[config.mk]
export PLATFORM = sky130hd
export DESIGN_NAME = y_pool_quant
export DESIGN_NICKNAME = d
export VERILOG_FILES = /design/src/rtl/y_pool_quant.sv
export SDC_FILE = /design/constraint.sdc
export NUM_CORES = 1
export LEC_CHECK = 0
export BUFFER_PORTS_ARGS = -buffer_cell sky130_fd_sc_hd__buf_2
export CAP_MARGIN = 25
export CORE_MARGIN = 4
export CORE_UTILIZATION = 59
export CTS_CLUSTER_SIZE = 8
export DETAILED_ROUTE_END_ITERATION = 10
export PLACE_DENSITY = 0.8
export SKIP_CTS_REPAIR_TIMING = 1
export SYNTH_ARGS = -nofsm -noshare
export SYNTH_HDL_FRONTEND = slang
export SYNTH_SLANG_ARGS = --single-unit
export TNS_END_PERCENT = 20
[constraint.sdc]
create_clock -name clk -period 3.4 [get_ports clk]
set_input_delay 0.17 -clock clk [delete_from_list [all_inputs] [get_ports clk]]
set_output_delay 0.17 -clock clk [all_outputs]
set_load 0.005 [all_outputs]
[src/rtl/y_pool_quant.sv]
// y_pool_quant: max-pool, ReLU, shift and saturate the conv core y stream.
// Results leave through a 2-entry buffered valid/ready stream with frame-last.
module y_pool_quant #(
  parameter int IN_W  = 21,
  parameter int OUT_W = 8,
  parameter int FRAME = 97,
  parameter int POOL  = 4,
  parameter int SHIFT = 6
) (
  input  logic                   clk,
  input  logic                   reset,
  input  logic signed [IN_W-1:0] s_data_in_y,
  input  logic                   s_valid_y,
  output logic                   s_ready_y,
  output logic [OUT_W-1:0]       m_data_out_z,
  output logic                   m_valid_z,
  input  logic                   m_ready_z,
  output logic                   m_last_z
);

  localparam int PW = (POOL > 1) ? $clog2(POOL) : 1;
  localparam int FW = (FRAME > 1) ? $clog2(FRAME) : 1;

  localparam logic [PW-1:0] POS_LAST = PW'(POOL - 1);
  localparam logic [FW-1:0] FRM_LAST = FW'(FRAME - 1);

  localparam logic signed [IN_W-1:0] SAT_V =
    IN_W'((2 ** (OUT_W - 1)) - 1);

  logic [PW-1:0]          pos_q, pos_d;
  logic [FW-1:0]          frm_q, frm_d;
  logic signed [IN_W-1:0] max_q, max_d;

  logic [OUT_W-1:0] dat0_q, dat0_d;
  logic [OUT_W-1:0] dat1_q, dat1_d;
  logic             lst0_q, lst0_d;
  logic             lst1_q, lst1_d;
  logic [1:0]       cnt_q, cnt_d;

  logic                   acc;
  logic                   pop;
  logic                   push;
  logic                   frm_end;
  logic signed [IN_W-1:0] win_max;
  logic signed [IN_W-1:0] shifted;
  logic [OUT_W-1:0]       res;

  // Ready and output view depend on registered state only
  always_comb begin
    s_ready_y    = !reset && (cnt_q != 2'd2);
    m_valid_z    = (cnt_q != 2'd0);
    m_data_out_z = m_valid_z ? dat0_q : '0;
    m_last_z     = m_valid_z ? lst0_q : 1'b0;
  end

  // Window tracking, running max and the quantized result of the window
  always_comb begin
    acc     = s_valid_y && s_ready_y;
    pop     = m_valid_z && m_ready_z;
    frm_end = (frm_q == FRM_LAST);
    push    = acc && ((pos_q == POS_LAST) || frm_end);

    if ((pos_q == '0) || (s_data_in_y > max_q))
      win_max = s_data_in_y;
    else
      win_max = max_q;

    shifted = win_max >>> SHIFT;
    if (win_max[IN_W-1])
      res = '0;
    else if (shifted > SAT_V)
      res = SAT_V[OUT_W-1:0];
    else
      res = shifted[OUT_W-1:0];

    pos_d = pos_q;
    frm_d = frm_q;
    max_d = max_q;
    if (acc) begin
      max_d = win_max;
      pos_d = push ? '0 : pos_q + PW'(1);
      frm_d = frm_end ? '0 : frm_q + FW'(1);
    end
  end

  // Two-entry FIFO: entry 0 is the head, order kept on push+pop
  always_comb begin
    cnt_d  = cnt_q;
    dat0_d = dat0_q;
    dat1_d = dat1_q;
    lst0_d = lst0_q;
    lst1_d = lst1_q;
    if (push && pop) begin
      if (cnt_q == 2'd1) begin
        dat0_d = res;
        lst0_d = frm_end;
      end else begin
        dat0_d = dat1_q;
        lst0_d = lst1_q;
        dat1_d = res;
        lst1_d = frm_end;
      end
    end else if (push) begin
      if (cnt_q == 2'd0) begin
        dat0_d = res;
        lst0_d = frm_end;
      end else begin
        dat1_d = res;
        lst1_d = frm_end;
      end
      cnt_d = cnt_q + 2'd1;
    end else if (pop) begin
      dat0_d = dat1_q;
      lst0_d = lst1_q;
      cnt_d  = cnt_q - 2'd1;
    end
  end

  // State registers, cleared immediately by reset
  always_ff @(posedge clk or posedge reset) begin
    if (reset) begin
      pos_q  <= '0;
      frm_q  <= '0;
      max_q  <= '0;
      dat0_q <= '0;
      dat1_q <= '0;
      lst0_q <= 1'b0;
      lst1_q <= 1'b0;
      cnt_q  <= 2'd0;
    end else begin
      pos_q  <= pos_d;
      frm_q  <= frm_d;
      max_q  <= max_d;
      dat0_q <= dat0_d;
      dat1_q <= dat1_d;
      lst0_q <= lst0_d;
      lst1_q <= lst1_d;
      cnt_q  <= cnt_d;
    end
  end

endmodule

==> flow_summary.ini <==
[status]
status = finished clean

[global_routing]
grtUsageTotal_pct = 19.9
antenna_found_initial = 0
grt_pass1_vias = 2247
grt_max_degree = 51
grt_overflow = 0
grt_pass1_wl_um = 10200

[clock_tree]
numCtsBuffers = 5
cts.clk_slew.worst_paths_ns = 0.10
worstSkewPairLatency_ns = 0.31
numClockSinks = 50
clk_path_buf_depth = 2
ctsRootBufferMaster = clkbuf_8
cts_tree = built
h-tree-depth = 2

[detailed_routing]
drc = 0
wire_per_inst_um = 15.0
vias_per_cell = 5.61
dr.pass1.iters = 5
drt-initial-drc-count = 150
vias = 2299
drt-total-wl_um = 6150
drtAntennaViolNets = 0

[power_and_ir_drop]
total_power_mw = 3.06
ir_worst_vdd_uv = 531
power_frac_clock_pct = 14.0
p_comb_share_pct = 51.2
switching_share_pct = 39.1
p_switching_mw = 1.20
seqPwrFrac_pct = 34.8
power_leakage_nw = 1.71
internal-power_mw = 1.86
power.density_mw_per_mm2 = 866

[logic_synthesis]
synth_area_sq_mm = 0.00316
synth-async-reset-ratio_pct = 100
synth_enable_flop_cells = 0
synthesis.nets = 354
synth_cell_types = 53
ys.flop_type = dfrtp_1
synth_cells = 300
ys_ff_latch = 50
postSynthAreaPerCell_sq_um = 10.5
ys_warn_count = 0
synth_seq_area_share_pct = 39.6

[layout]
fillers = 420
fin_area_sq_mm = 0.00353
final_nets = 393
antenna_cells = 0
final_cells = 410
syn_to_final_growth_pct = 11.8
drive_gt1_share_pct = 25.9

[timing]
max_freq_mhz = 334
hold_violations = 0
skew_ns = 0.00775
slew_headroom_pct = 37.7
setup_violations = 0
worst_pin_slew_ns = 0.930
min_period_over_period_pct = 88.1
final_max_slew_viol_count = 0
rsz0062_at_grt = false
fin_tns_setup_ns = 0
period_minus_slack_ns = 2.99

[die]
die_y_um = 81.2
rows = 26
die_area_sq_mm = 0.00659
start_util_pct = 61.5
die_x_um = 81.2
core_sq_mm = 0.00514
ioPinCount = 36

[run]
drv_cap = 0

[critical_path]
worst_setup_path_start_kind = flip-flop
cp_data_required_time_ns = 3.54
arrival_ns = 3.13
end_kind = flip-flop
critPathMaxFanout = 15
crit_type = flip-flop to flip-flop

[worst_hold_path]
hp-class = input port to flip-flop

[placement]
place.gp.congestion = 0.818
dp_hpwl_um = 4680
dp.cells = 400
placed_area_sq_mm = 0.00339
io_buffers = 35
-- power groups by stage --
| stage | Clock [mW] | Combinational, mW | Sequential [mW] |
|---|---|---|---|
| 2_1_floorplan | 0 | 1.27 | 1.02 |
| 3_3_place_gp | 0 | 1.50 | 1.06 |
| 3_5_place_dp | 0 | 1.56 | 1.07 |
| 4_1_cts | 0.438 | 1.57 | 1.07 |
| 5_1_grt | 0.460 | 1.75 | 1.10 |
| 6_report | 0.428 | 1.57 | 1.07 |
-- worst paths after layout --
path,slack (ns),endpoint,depth (start not counted),startpoint
setup / recovery,0.41,dat1_q[1],12,frm_q[0]
hold / removal,0.12,max_q[3],2,s_data_in_y[3]
setup reg to reg,0.41,dat1_q[1],12,frm_q[0]
hold reg to reg,0.49,frm_q[6],1,frm_q[6]
max in group asynchronous,2.46,max_q[7],4,reset
min in group asynchronous,0.43,frm_q[6],3,reset
-- Yosys cell counts, types with 3 or more instances --
cell       n  area [sq um]
nor2_1    16          60.1
dfrtp_1   50          1250
a31oi_1   15          93.8
nand3_1    5          25.0
a21oi_1    9          45.0
mux2_2     3          33.8
nand2_1   17          63.8
ha_1      29           363
mux2_4    20           300
inv_1     32           120
o21ai_0   20           100
xnor2_1    3          26.3
nor2b_1   10          62.6
o22ai_1    8          50.1
nand4_1    8          50.1
o21ai_1    7          35.0
clkbuf_1   5          18.8
-- stage by stage --
step	utilization, %	hold WS (ns)	worst slack (ns)
2_1_floorplan	-	0.318	0.868
4_1_cts	68.2	0.109	0.432
6_report	68.8	0.117	0.406
3_5_place_dp	66.0	0.427	0.438
3_3_place_gp	66.0	0.418	0.545
5_1_grt	68.8	0.110	0.150
-- kinds of logic (layout without fill, tap and decap cells) --
kind of cell | count (synthesis) | count (layout) | share of synthesized area (%)
DFF | 50 | 50 | 39.6
buffers and inverters | 43 | 83 | 6.13
AOI/OAI and AO/OA | 73 | 73 | 16.0
xor gates and xnor gates | 4 | 4 | 1.11
muxes | 24 | 24 | 10.9
and+or+nand+nor | 77 | 77 | 14.8
adders and majority gates | 29 | 29 | 11.5
-- state kept, by name (all words and copies together), names as in the netlist --
register / flops
lst0_q: 1
cnt_q: 2
frm_q: 7
pos_q: 2
max_q: 21
dat0_q: 8
dat1_q: 8
lst1_q: 1
-- worst max-delay path, cell delays in order (launching register included) --
cell and delay [ns]:
dfrtp_1 0.44, inv_1 0.09, ha_1 0.20, nand4bb_1 0.11, nor3b_2 0.05, buf_4 0.15
o21ai_1 0.32, inv_2 0.09, ha_1 0.26, nand2_1 0.09, o21ai_0 0.11, nor2_1 0.72
a31oi_1 0.19
-- cell type report --
cell class,instances,area (sq um),area share (%)
inverter,33,124,3.50
multi-input combinational,207,1720,48.6
clock buffer,5,68.8,1.95
tap,70,87.6,2.48
clock inverter,3,43.8,1.24
timing repair buffer,42,243,6.87
sequential,50,1250,35.4
-- metal layers --
metal  track usage [%]  wire length [um]
met5                 0                 0
met1              26.0              2810
met3              2.99               245
met2              33.5              2990
met4              7.09                95
-- placed cells by master (no fill, tap or decap), drive strengths merged, types with 2 or more instances in the layout --
cell type / n
and3: 3
nand3: 7
nand4: 9
buf: 41
ha: 29
o31ai: 2
a31oi: 15
and2: 2
dfrtp: 50
a21oi: 9
nor2: 16
nor2b: 10
mux2: 23
inv: 34
o21ai: 27
nand2: 17
nor3: 3
nor4: 3
xnor2: 3
o311ai: 2
o22ai: 8
clkbuf: 5
Note: power is estimated with default switching activity, not from simulation.
